[src/rtl/dense_layer_sequencer.sv]
// dense_layer_sequencer: fully-connected layer engine, y[j] = act(b[j] + sum_i W[j][i]*x[i]).
// It drives external float32 multiply and add cores over valid/ready handshakes and
// synchronous weight/input/bias memories, and writes each finished y[j] to the output memory.
// At most one multiply and one add are outstanding. An optional ReLU clamps results
// whose sign bit is set.
module dense_layer_sequencer #(
   parameter int IN_DIM   = 16,
   parameter int OUT_DIM  = 16,
   parameter int DATA_W   = 32,
   parameter int W_ADDR_W = (IN_DIM * OUT_DIM > 1) ? $clog2(IN_DIM * OUT_DIM) : 1,
   parameter int X_ADDR_W = (IN_DIM > 1) ? $clog2(IN_DIM) : 1,
   parameter int Y_ADDR_W = (OUT_DIM > 1) ? $clog2(OUT_DIM) : 1
) (
   input  logic                clk,
   input  logic                reset_n,
   input  logic                start,
   input  logic                relu_en,
   output logic                busy,
   output logic                done,
   output logic [W_ADDR_W-1:0] w_addr,
   input  logic [DATA_W-1:0]   w_data,
   output logic [X_ADDR_W-1:0] x_addr,
   input  logic [DATA_W-1:0]   x_data,
   output logic [Y_ADDR_W-1:0] b_addr,
   input  logic [DATA_W-1:0]   b_data,
   output logic                mul_in_valid,
   input  logic                mul_in_ready,
   output logic [DATA_W-1:0]   mul_a,
   output logic [DATA_W-1:0]   mul_b,
   input  logic                mul_out_valid,
   output logic                mul_out_ready,
   input  logic [DATA_W-1:0]   mul_out_data,
   output logic                add_in_valid,
   input  logic                add_in_ready,
   output logic [DATA_W-1:0]   add_a,
   output logic [DATA_W-1:0]   add_b,
   input  logic                add_out_valid,
   output logic                add_out_ready,
   input  logic [DATA_W-1:0]   add_out_data,
   output logic                y_we,
   output logic [Y_ADDR_W-1:0] y_addr,
   output logic [DATA_W-1:0]   y_data
);

   typedef enum logic [3:0] {
      S_IDLE,
      S_BIAS,
      S_BIAS_CAP,
      S_FETCH,
      S_CAPTURE,
      S_MUL_REQ,
      S_MUL_WAIT,
      S_ADD_REQ,
      S_ADD_WAIT,
      S_WRITE,
      S_DONE
   } state_t;

   localparam logic [X_ADDR_W-1:0] I_LAST   = X_ADDR_W'(IN_DIM - 1);
   localparam logic [Y_ADDR_W-1:0] J_LAST   = Y_ADDR_W'(OUT_DIM - 1);
   localparam logic [W_ADDR_W-1:0] ROW_STEP = W_ADDR_W'(IN_DIM);

   state_t              state;
   logic [X_ADDR_W-1:0] i;
   logic [Y_ADDR_W-1:0] j;
   logic [W_ADDR_W-1:0] row_base;
   logic [DATA_W-1:0]   acc;
   logic                relu_q;

   // Sequencer FSM. Every output is a register, loaded on the transition into the
   // state that presents it. mul_a/mul_b double as the captured operand registers,
   // and add_b holds the product. w_addr advances by one per MAC from a row base
   // that steps by IN_DIM per output, so no multiplier is needed and the address
   // never leaves the weight array.
   always_ff @(posedge clk or negedge reset_n) begin
      if (!reset_n) begin
         state         <= S_IDLE;
         i             <= '0;
         j             <= '0;
         row_base      <= '0;
         acc           <= '0;
         relu_q        <= 1'b0;
         busy          <= 1'b0;
         done          <= 1'b0;
         w_addr        <= '0;
         x_addr        <= '0;
         b_addr        <= '0;
         mul_in_valid  <= 1'b0;
         mul_a         <= '0;
         mul_b         <= '0;
         mul_out_ready <= 1'b0;
         add_in_valid  <= 1'b0;
         add_a         <= '0;
         add_b         <= '0;
         add_out_ready <= 1'b0;
         y_we          <= 1'b0;
         y_addr        <= '0;
         y_data        <= '0;
      end else begin
         case (state)
            S_IDLE: begin
               if (start) begin
                  relu_q   <= relu_en;
                  j        <= '0;
                  row_base <= '0;
                  b_addr   <= '0;
                  busy     <= 1'b1;
                  state    <= S_BIAS;
               end
            end
            S_BIAS: begin
               state <= S_BIAS_CAP;
            end
            S_BIAS_CAP: begin
               acc    <= b_data;
               i      <= '0;
               w_addr <= row_base;
               x_addr <= '0;
               state  <= S_FETCH;
            end
            S_FETCH: begin
               state <= S_CAPTURE;
            end
            S_CAPTURE: begin
               mul_a        <= w_data;
               mul_b        <= x_data;
               mul_in_valid <= 1'b1;
               state        <= S_MUL_REQ;
            end
            S_MUL_REQ: begin
               if (mul_in_ready) begin
                  mul_in_valid  <= 1'b0;
                  mul_out_ready <= 1'b1;
                  state         <= S_MUL_WAIT;
               end
            end
            S_MUL_WAIT: begin
               if (mul_out_valid) begin
                  mul_out_ready <= 1'b0;
                  add_a         <= acc;
                  add_b         <= mul_out_data;
                  add_in_valid  <= 1'b1;
                  state         <= S_ADD_REQ;
               end
            end
            S_ADD_REQ: begin
               if (add_in_ready) begin
                  add_in_valid  <= 1'b0;
                  add_out_ready <= 1'b1;
                  state         <= S_ADD_WAIT;
               end
            end
            S_ADD_WAIT: begin
               if (add_out_valid) begin
                  acc           <= add_out_data;
                  add_out_ready <= 1'b0;
                  if (i == I_LAST) begin
                     y_we   <= 1'b1;
                     y_addr <= j;
                     y_data <= (relu_q && add_out_data[DATA_W-1]) ? '0 : add_out_data;
                     state  <= S_WRITE;
                  end else begin
                     i      <= i + X_ADDR_W'(1);
                     x_addr <= i + X_ADDR_W'(1);
                     w_addr <= w_addr + W_ADDR_W'(1);
                     state  <= S_FETCH;
                  end
               end
            end
            S_WRITE: begin
               y_we <= 1'b0;
               if (j == J_LAST) begin
                  done  <= 1'b1;
                  state <= S_DONE;
               end else begin
                  j        <= j + Y_ADDR_W'(1);
                  b_addr   <= j + Y_ADDR_W'(1);
                  row_base <= row_base + ROW_STEP;
                  state    <= S_BIAS;
               end
            end
            S_DONE: begin
               done  <= 1'b0;
               busy  <= 1'b0;
               state <= S_IDLE;
            end
            default: begin
               state <= S_IDLE;
            end
         endcase
      end
   end

endmodule
[config.mk]
export PLATFORM = sky130hd
export DESIGN_NAME = dense_layer_sequencer
export DESIGN_NICKNAME = d
export VERILOG_FILES = /design/src/rtl/dense_layer_sequencer.sv
export SDC_FILE = /design/constraint.sdc
export NUM_CORES = 1
export LEC_CHECK = 0
export CAP_MARGIN = 20
export CORE_MARGIN = 2
export CORE_UTILIZATION = 35
export DETAILED_ROUTE_END_ITERATION = 16
export PLACE_DENSITY = 0.63
export SLEW_MARGIN = 10
export SYNTH_ARGS = -nofsm -noshare
export SYNTH_HDL_FRONTEND = slang
export SYNTH_SLANG_ARGS = --single-unit
[constraint.sdc]
create_clock -name clk -period 4.1 [get_ports clk]
set_input_delay 1.025 -clock clk [delete_from_list [all_inputs] [get_ports clk]]
set_output_delay 1.025 -clock clk [all_outputs]
set_load 0.02 [all_outputs]
==> results of run 1 <==
-- per-stage QoR --
step | std cells | util | hold WS (ns)
floorplan | 748 | - | 0.444
global placement | 1405 | 0.507 | 0.458
detailed placement | 1405 | 0.507 | 0.464
CTS | 1454 | 0.540 | 0.478
global route | 1455 | 0.540 | 0.506
finish | 1455 | 0.540 | 0.469
-- how the worst max path moves through the flow --
| stage | end | slack [ns] | cells past startpoint |
|---|---|---|---|
| global route | acc[24]$_DFFE_PN0P_ | 1.19 | 7 |
| CTS | b_addr[0] | 1.32 | 1 |
| global placement | w_addr[7]$_DFFE_PN0P_ | 1.06 | 5 |
| floorplan | w_addr[7]$_DFFE_PN0P_ | 1.90 | 4 |
| finish | b_addr[0] | 1.36 | 1 |
| detailed placement | w_addr[7]$_DFFE_PN0P_ | 1.02 | 5 |
-- cell usage in the layout (no fill, tap or decap), types with 4 or more instances in the layout --
master,n
clkbuf_1,6
nand3_1,13
mux2i_1,33
a22o_1,5
mux2_2,133
clkbuf_16,27
clkdlybuf4s50_1,353
nand2_1,118
o21ai_0,76
dfrtp_1,228
clkinv_2,5
nor2_1,10
nand2b_1,5
buf_4,9
ha_1,4
or4_1,5
a21oi_1,13
nor3_1,5
clkbuf_8,7
-- cell usage after synthesis, types with 2 or more instances --
master,instances
dfrtp_1,228
mux2_2,133
nand2_1,118
o21ai_0,76
mux2i_1,33
clkbuf_1,19
buf_2,15
a21oi_1,14
nand3_1,14
nor2_1,10
buf_4,7
a22o_1,5
nand2b_1,5
nor3_1,5
or4_1,5
ha_1,4
a21o_1,3
a31o_2,3
a31oi_1,3
and2_1,3
and3_1,3
o211ai_1,3
o22ai_1,3
or4b_1,3
and3b_1,2
and4_1,2
buf_1,2
inv_1,2
nor2_2,2
nor3b_1,2
nor4b_4,2
o21a_1,2
o31ai_1,2
-- flip-flops by register name (all words and copies together), names as in the netlist, 8 cells and up --
name and count:
acc 32, add_a 32, add_b 32, mul_a 32
mul_b 32, y_data 32, w_addr 8
-- power breakdown --
part / switching, mW / internal (mW)
sequential: 0.525 / 3.13
clock: 0.924 / 1.40
combinational: 2.06 / 2.21
total: 3.51 / 6.73
-- per-layer routing --
layer	wire, µm	global-route usage
met1	11100	0.239
met2	12800	0.311
met3	1420	0.0345
met4	710	0.0529
met5	0	0
-- cell families (layout without fill, tap and decap cells) --
kind of cell             count (synthesis)  after routing
multiplexers                           166            166
other                                    0              1
buffers and inverters                   46            417
AND/OR/NAND/NOR                        181            181
AO/OA/AOI/OAI                          122            122
flip-flops                             228            228
XOR/XNOR                                 1              1
adder cells (fa/ha/maj)                  4              4
-- final cells by class --
cell class	count	area, µm²
Clock buffer	40	795
Antenna cell	1	2.50
Timing Repair Buffer	366	3680
Tap cell	335	419
Clock inverter	9	78.8
Fill cell	2288	12000
Multi-Input combinational cell	474	3480
Inverter	2	7.51
Sequential cell	228	5710
==> impl_metrics.csv, run 1 <==
group,metric,value,unit
placed_design,pre_cts_slack,1.02,ns
clocking,clockBufferDepth,3,
synth,synth_nets,920,
sta,finalCritPeriodShare,0.668,
worst_setup_path,worstSetupPathType,"register to output pin",
clocking,cts_made_buffers,27,
global_routing,groute.usage.overall,0.183,
clocking,root_buffer,"clkbuf_16",
power_and_ir_drop,finalPower,10.2,mW
worst_setup_path,r2r_cells,6,
worst_setup_path,start_kind,"register",
worst_setup_path,cp_slowest_cell,"clkdlybuf4s50_1",
synth,synth_simple_gate_area_frac,0.0914,
clocking,clk_pin_slew,0.06,ns
floorplan,die_x,168,µm
min_path,holdCritPathClass,"register to register",
sta,fin_crit,2.74,ns
placed_design,numPortBuffers,354,
cells_and_area,syn_to_final_growth,51.0,%
min_path,holdPathEnd,"acc[0]$_DFFE_PN0P_",
synth,yosysSeqAreaShare,0.608,
synth,synth-seq-cells,228,
global_routing,grt_pass1_wl,41.1,mm
clocking,cts_resized,0,
floorplan,rows,59,
placed_design,gp_congestion,0.786,
routing,drtIter0Drc,320,
global_routing,grt_max_degree,119,
synth,yosys_warnings,0,
synth,synth_xor_area_frac,0.000934,
synth,synth_compound_area_frac,0.0751,
global_routing,grt_pass1_vias,7177,
routing,via_per_inst,4.90,
run,maxCapViolCount,0,
synth,synthAdderAreaFrac,0.00534,
floorplan,die_y,168,µm
sta,fin_ws,1.36,ns
floorplan,ios,355,
worst_setup_path,cp-end-kind,"output pin",
placed_design,placed_cell_area,13300,µm²
global_routing,antenna_found_initial,1,
status,status,"complete, no violations",
routing,wire_per_inst,17.9,µm
worst_setup_path,crit_family,"buffers and inverters",
synth,synth_flop_cell,"dfrtp_1",
placed_design,dp.final_hpwl,18.6,mm
synth,synth_cells,748,
floorplan,die_area,28100,µm²
synth,avgSynthCellArea,12.5,µm²
routing,drtPass1Iterations,4,
min_path,hp-start,"acc[0]$_DFFE_PN0P_",
synth,yosysUniqueCellTypes,48,
cells_and_area,stdcell_area,14200,µm²
synth,synth_top_area_frac,0.608,
sta,fin_setup_tns,0,ns
sta,worst_pin_slew,0.897,ns
worst_setup_path,required,3.07,ns
routing,final_antenna_net_count,0,
power_and_ir_drop,powerDensity,723,nW/µm²
routing,drcViolationCount,0,
worst_setup_path,timing.rr.end,"w_addr[7]$_DFFE_PN0P_",
clocking,cts_max_level,1,
sta,hold_viol,0,
routing,wl,26.1,mm
worst_setup_path,worst-path-max-fanout,6,
cells_and_area,final_nets,1271,
synth,synth_area_leaders,"dfrtp_1, mux2_2, nand2_1",
synth,synth-edff-count,0,
worst_setup_path,critPathMaxStageDelay,0.73,ns
synth,synth_top_family_by_area,"multiplexers",
sta,fmax,365,MHz
sta,finalSetupViolCount,0,
min_path,min_path_cells,2,
sta,report.final.slew_viol_count,0,
worst_setup_path,critical_path_arrival,1.71,ns
sta,finalClockSkew,0.0220,ns
synth,async_reset_ff_frac,1.00,
floorplan,core,26200,µm²
synth,synth_top_cell_by_area,"dfrtp_1",
worst_setup_path,path_cells,"clkdlybuf4s50_1",
worst_setup_path,crit_start,"j[0]$_DFFE_PN0P_",
clocking,cts_setup_buffers,0,
clocking,cts.sinks,228,
power_and_ir_drop,ir_drop,0.441,mV
worst_setup_path,path_buf_inv,1,
power_and_ir_drop,power.leakage,5.95,nW
clocking,cts_hold_buf,0,
global_routing,grt_overflow_total,0,
synth,synthMuxAreaShare,0.195,
worst_setup_path,r2r_setup_slack,1.39,ns
clocking,clock_latency,0.54,ns
worst_setup_path,r2r_start,"state[3]$_DFFE_PN0P_",
cells_and_area,drive_gt1_frac,0.179,
clocking,cts_tree,"built",
floorplan,start_util,0.358,
sta,rsz0062_at_grt,"no",
sta,relSlewSlack,0.402,
routing,via_count,7132,
synth,syn_area,9380,µm²
Power figures use the tool's default switching activity.
==> run 2: changes to the inputs <==
- clock period: 4.1 -> 2.7 ns (I/O delays scaled with it)
==> impl_metrics.csv, run 2 (same netlist as run 1, synthesis figures left out) <==
group,metric,value,unit
status,status,"complete, no violations",
cells_and_area,drive_gt1_frac,0.182,
clocking,cts_resized,0,
floorplan,die_y,168,µm
sta,fin_crit,2.38,ns
worst_setup_path,critical_path_arrival,1.70,ns
worst_setup_path,r2r_setup_slack,0.45,ns
sta,fin_setup_tns,0,ns
clocking,cts_setup_buffers,0,
power_and_ir_drop,power.leakage,6.02,nW
cells_and_area,syn_to_final_growth,52.3,%
clocking,cts_hold_buf,0,
worst_setup_path,path_cells,"clkdlybuf4s50_1",
clocking,cts_made_buffers,26,
routing,via_count,7122,
clocking,root_buffer,"clkbuf_16",
placed_design,pre_cts_slack,0.319,ns
cells_and_area,final_cell_mix,"clkdlybuf4s50_1, dfrtp_1, mux2_2",
global_routing,grt_pass1_wl,41.7,mm
routing,highest_layer,"met4",
worst_setup_path,crit_family,"buffers and inverters",
floorplan,start_util,0.358,
global_routing,grt_overflow_total,0,
power_and_ir_drop,powerDensity,1100,nW/µm²
worst_setup_path,cp_slowest_cell,"clkdlybuf4s50_1",
sta,finalSetupViolCount,0,
sta,fmax,420,MHz
sta,worst_pin_slew,0.490,ns
routing,wl_met2,13.0,mm
clocking,cts.sinks,228,
sta,fin_ws,0.321,ns
clocking,clock_latency,0.52,ns
cells_and_area,num-fill-cells,2276,
floorplan,rows,59,
clocking,clockBufferDepth,3,
sta,report.final.slew_viol_count,0,
floorplan,die_area,28100,µm²
floorplan,die_x,168,µm
routing,dr_wl_met3,1.38,mm
clocking,cts_tree,"built",
floorplan,core,26200,µm²
cells_and_area,layout_commonest_cell,"clkdlybuf4s50_1",
routing,wl,26.6,mm
global_routing,grt_max_degree,66,
placed_design,dp.final_hpwl,19.2,mm
sta,rsz0062_at_grt,"no",
floorplan,ios,355,
worst_setup_path,critPathMaxStageDelay,0.73,ns
cells_and_area,final_nets,1277,
routing,met1_length,11.5,mm
routing,via_per_inst,4.88,
routing,drcViolationCount,0,
placed_design,numPortBuffers,354,
worst_setup_path,r2r_cells,4,
sta,relSlewSlack,0.673,
routing,wire_per_inst,18.2,µm
worst_setup_path,worstSetupPathType,"register to output pin",
clocking,cts_max_level,1,
sta,finalCritPeriodShare,0.881,
clocking,clk_pin_slew,0.06,ns
global_routing,groute.usage.overall,0.185,
power_and_ir_drop,ir_drop,0.635,mV
routing,drtPass1Iterations,5,
worst_setup_path,required,2.03,ns
worst_setup_path,r2r_start,"state[0]$_DFFE_PN0P_",
routing,final_antenna_net_count,0,
routing,drtIter0Drc,257,
min_path,holdCritPathClass,"input pin to async pin",
sta,finalClockSkew,0.00544,ns
global_routing,antenna_found_initial,1,
worst_setup_path,worst-path-max-fanout,6,
worst_setup_path,timing.rr.end,"i[2]$_DFFE_PN0P_",
worst_setup_path,cp-end-kind,"output pin",
global_routing,grt_pass1_vias,7230,
worst_setup_path,start_kind,"register",
sta,hold_viol,0,
placed_design,gp_congestion,0.762,
worst_setup_path,path_buf_inv,1,
run,maxCapViolCount,0,
-- run 2: cell count changes in the layout (fill, tap and decap cells not counted), sizes merged --
cell	before	now
clkinvlp	2	0
clkinv	5	8
bufinv	1	3
inv	3	2
buf	13	20
clkbuf	40	36
-- run 2: report_power, final --
part	switching (mW)	total, mW	leakage [nW]	internal (mW)
combinational	3.16	6.59	2.73	3.43
sequential	0.785	5.53	2.85	4.75
clock	1.40	3.59	0.435	2.19
total	5.35	15.7	6.02	10.4
-- run 2: worst max path at each step --
stage	start	to	slack, ns	cells after the start
after global placement	add_out_valid	w_addr[7]$_DFFE_PN0P_	0.29	5
after floorplan	i[0]$_DFFE_PN0P_	y_data[23]$_DFFE_PN0P_	0.71	8
after detailed placement	add_out_valid	w_addr[7]$_DFFE_PN0P_	0.32	5
after CTS	j[0]$_DFFE_PN0P_	b_addr[0]	0.27	1
final	j[0]$_DFFE_PN0P_	b_addr[0]	0.32	1
after global routing	j[0]$_DFFE_PN0P_	b_addr[0]	0.25	1
-- run 2: layout make-up --
type | count | area (µm²) | area share
flip-flops and latches | 228 | 5710 | 0.399
repair buffers | 373 | 3800 | 0.266
multi-input cells | 474 | 3480 | 0.243
clock buffers | 36 | 739 | 0.0518
well taps | 335 | 419 | 0.0293
clock inverters | 11 | 130 | 0.00911
inverters | 2 | 7.51 | 0.000526
diodes | 1 | 2.50 | 0.000175
-- run 2: per-layer routing --
| metal | up-vias | track usage |
|---|---|---|
| li1 | 3345 | - |
| met1 | 3493 | 0.244 |
| met2 | 230 | 0.311 |
| met3 | 54 | 0.0347 |
| met4 | 0 | 0.0578 |
| met5 | - | 0 |
-- run 2: stage by stage --
stage / instances / hold slack (ns) / utilization / cell area, µm² / power (mW)
final: 1460 / 0.0628 / 0.545 / 14300 / 15.7
after global routing: 1460 / 0.0929 / 0.545 / 14300 / 16.6
after CTS: 1459 / 0.0810 / 0.545 / 14300 / 15.9
after detailed placement: 1412 / 0.465 / 0.512 / 13400 / 12.3
after global placement: 1412 / 0.459 / 0.512 / 13400 / 12.1
after floorplan: 748 / 0.379 / - / 9380 / 9.06
==> run 3: changes to the inputs <==
- CTS_CLUSTER_DIAMETER: default -> 60
==> impl_metrics.csv, run 3 (same netlist as run 1, synthesis figures left out) <==
group,metric,value,unit
sta,hold_viol,0,
clocking,cts_made_buffers,28,
worst_setup_path,endpoint,"b_addr[0]",
worst_setup_path,r2r_setup_slack,0.44,ns
clocking,cts.sinks,228,
clocking,cts_setup_buffers,0,
sta,relSlewSlack,0.675,
routing,final_antenna_net_count,0,
worst_setup_path,cp_num_cells,1,
min_path,holdCritPathClass,"input pin to async pin",
worst_setup_path,required,2.03,ns
worst_setup_path,cp-end-kind,"output pin",
cells_and_area,final_nets,1279,
status,status,"complete, no violations",
sta,fin_crit,2.38,ns
worst_setup_path,r2r_start,"state[0]$_DFFE_PN0P_",
global_routing,groute.usage.overall,0.185,
sta,report.final.slew_viol_count,0,
sta,rsz0062_at_grt,"no",
worst_setup_path,critPathMaxStageDelay,0.73,ns
worst_setup_path,r2r_cells,4,
worst_setup_path,worst-path-max-fanout,6,
global_routing,grt_pass1_vias,7258,
routing,drcViolationCount,0,
cells_and_area,num-fill-cells,2260,
floorplan,die_area,28100,µm²
clocking,root_buffer,"clkbuf_16",
clocking,cts_tree,"built",
worst_setup_path,critical_path_arrival,1.71,ns
cells_and_area,final_util,0.548,
global_routing,grt_max_degree,66,
routing,drtIter0Drc,315,
floorplan,die_x,168,µm
sta,fin_setup_tns,0,ns
routing,wl,26.6,mm
worst_setup_path,start_kind,"register",
floorplan,rows,59,
sta,finalSetupViolCount,0,
routing,via_count,7083,
placed_design,gp_congestion,0.762,
worst_setup_path,timing.rr.end,"i[2]$_DFFE_PN0P_",
routing,drtPass1Iterations,4,
global_routing,grt_overflow_total,0,
power_and_ir_drop,power.leakage,6.04,nW
routing,wire_per_inst,18.1,µm
clocking,cts_hold_buf,0,
floorplan,start_util,0.358,
clocking,clk_pin_slew,0.06,ns
sta,fmax,420,MHz
global_routing,grt_pass1_wl,41.6,mm
worst_setup_path,crit_start,"j[0]$_DFFE_PN0P_",
clocking,clockBufferDepth,3,
worst_setup_path,path_cells,"clkdlybuf4s50_1",
clocking,cts_resized,0,
power_and_ir_drop,ir_drop,0.506,mV
worst_setup_path,worstSetupPathType,"register to output pin",
power_and_ir_drop,powerDensity,1110,nW/µm²
sta,finalCritPeriodShare,0.882,
cells_and_area,drive_gt1_frac,0.185,
placed_design,dp.final_hpwl,19.2,mm
worst_setup_path,crit_family,"buffers and inverters",
cells_and_area,layout_commonest_cell,"clkdlybuf4s50_1",
floorplan,core,26200,µm²
cells_and_area,final_cell_mix,"clkdlybuf4s50_1, dfrtp_1, mux2_2",
run,maxCapViolCount,0,
clocking,cts_max_level,1,
floorplan,die_y,168,µm
global_routing,antenna_found_initial,1,
floorplan,ios,355,
placed_design,pre_cts_slack,0.319,ns
worst_setup_path,cp_slowest_cell,"clkdlybuf4s50_1",
sta,worst_pin_slew,0.488,ns
sta,finalClockSkew,0.00870,ns
worst_setup_path,path_buf_inv,1,
routing,via_per_inst,4.84,
sta,fin_ws,0.320,ns
clocking,clock_latency,0.52,ns
cells_and_area,syn_to_final_growth,53.2,%
placed_design,numPortBuffers,354,
-- run 3: cell types whose count changed in the layout (fill, tap and decap cells not counted), sizes merged --
cell | previous run | this run
clkinv | 8 | 4
clkinvlp | 0 | 4
clkbuf | 36 | 39
-- run 3: per-stage QoR --
stage,power (mW),hold slack (ns),instances,instance area [µm²]
after detailed placement,12.3,0.465,1412,13400
final,15.9,0.0752,1463,14400
after global placement,12.1,0.459,1412,13400
after CTS,16.2,0.0817,1462,14400
after global routing,16.8,0.0955,1463,14400
after floorplan,9.06,0.379,748,9380
-- run 3: where the power goes --
| part | leakage [nW] | internal, mW | switching, mW |
|---|---|---|---|
| clock | 0.458 | 2.38 | 1.43 |
| sequential | 2.85 | 4.75 | 0.786 |
| combinational | 2.73 | 3.43 | 3.16 |
-- run 3: final cells by class --
| type | count | area (µm²) | area share |
|---|---|---|---|
| inverters | 2 | 7.51 | 0.000523 |
| clock buffers | 39 | 813 | 0.0566 |
| repair buffers | 373 | 3800 | 0.265 |
| diodes | 1 | 2.50 | 0.000174 |
| multi-input cells | 474 | 3480 | 0.242 |
| flip-flops and latches | 228 | 5710 | 0.397 |
| clock inverters | 11 | 140 | 0.00975 |
| well taps | 335 | 419 | 0.0292 |
-- run 3: worst min path at each step --
stage	start	endpoint	slack [ns]	cells after the start
after floorplan	reset_n	acc[0]$_DFFE_PN0P_	0.38	0
after global placement	acc[6]$_DFFE_PN0P_	acc[6]$_DFFE_PN0P_	0.46	2
after detailed placement	acc[27]$_DFFE_PN0P_	acc[27]$_DFFE_PN0P_	0.47	2
after CTS	reset_n	add_b[10]$_DFFE_PN0P_	0.08	1
after global routing	reset_n	add_b[10]$_DFFE_PN0P_	0.1	1
final	reset_n	add_b[10]$_DFFE_PN0P_	0.08	1
-- run 3: routing by layer --
layer	global-route usage	part of all wire
met2	0.312	0.49
met5	0	0
met1	0.243	0.44
met4	0.0552	0.025
met3	0.0350	0.054
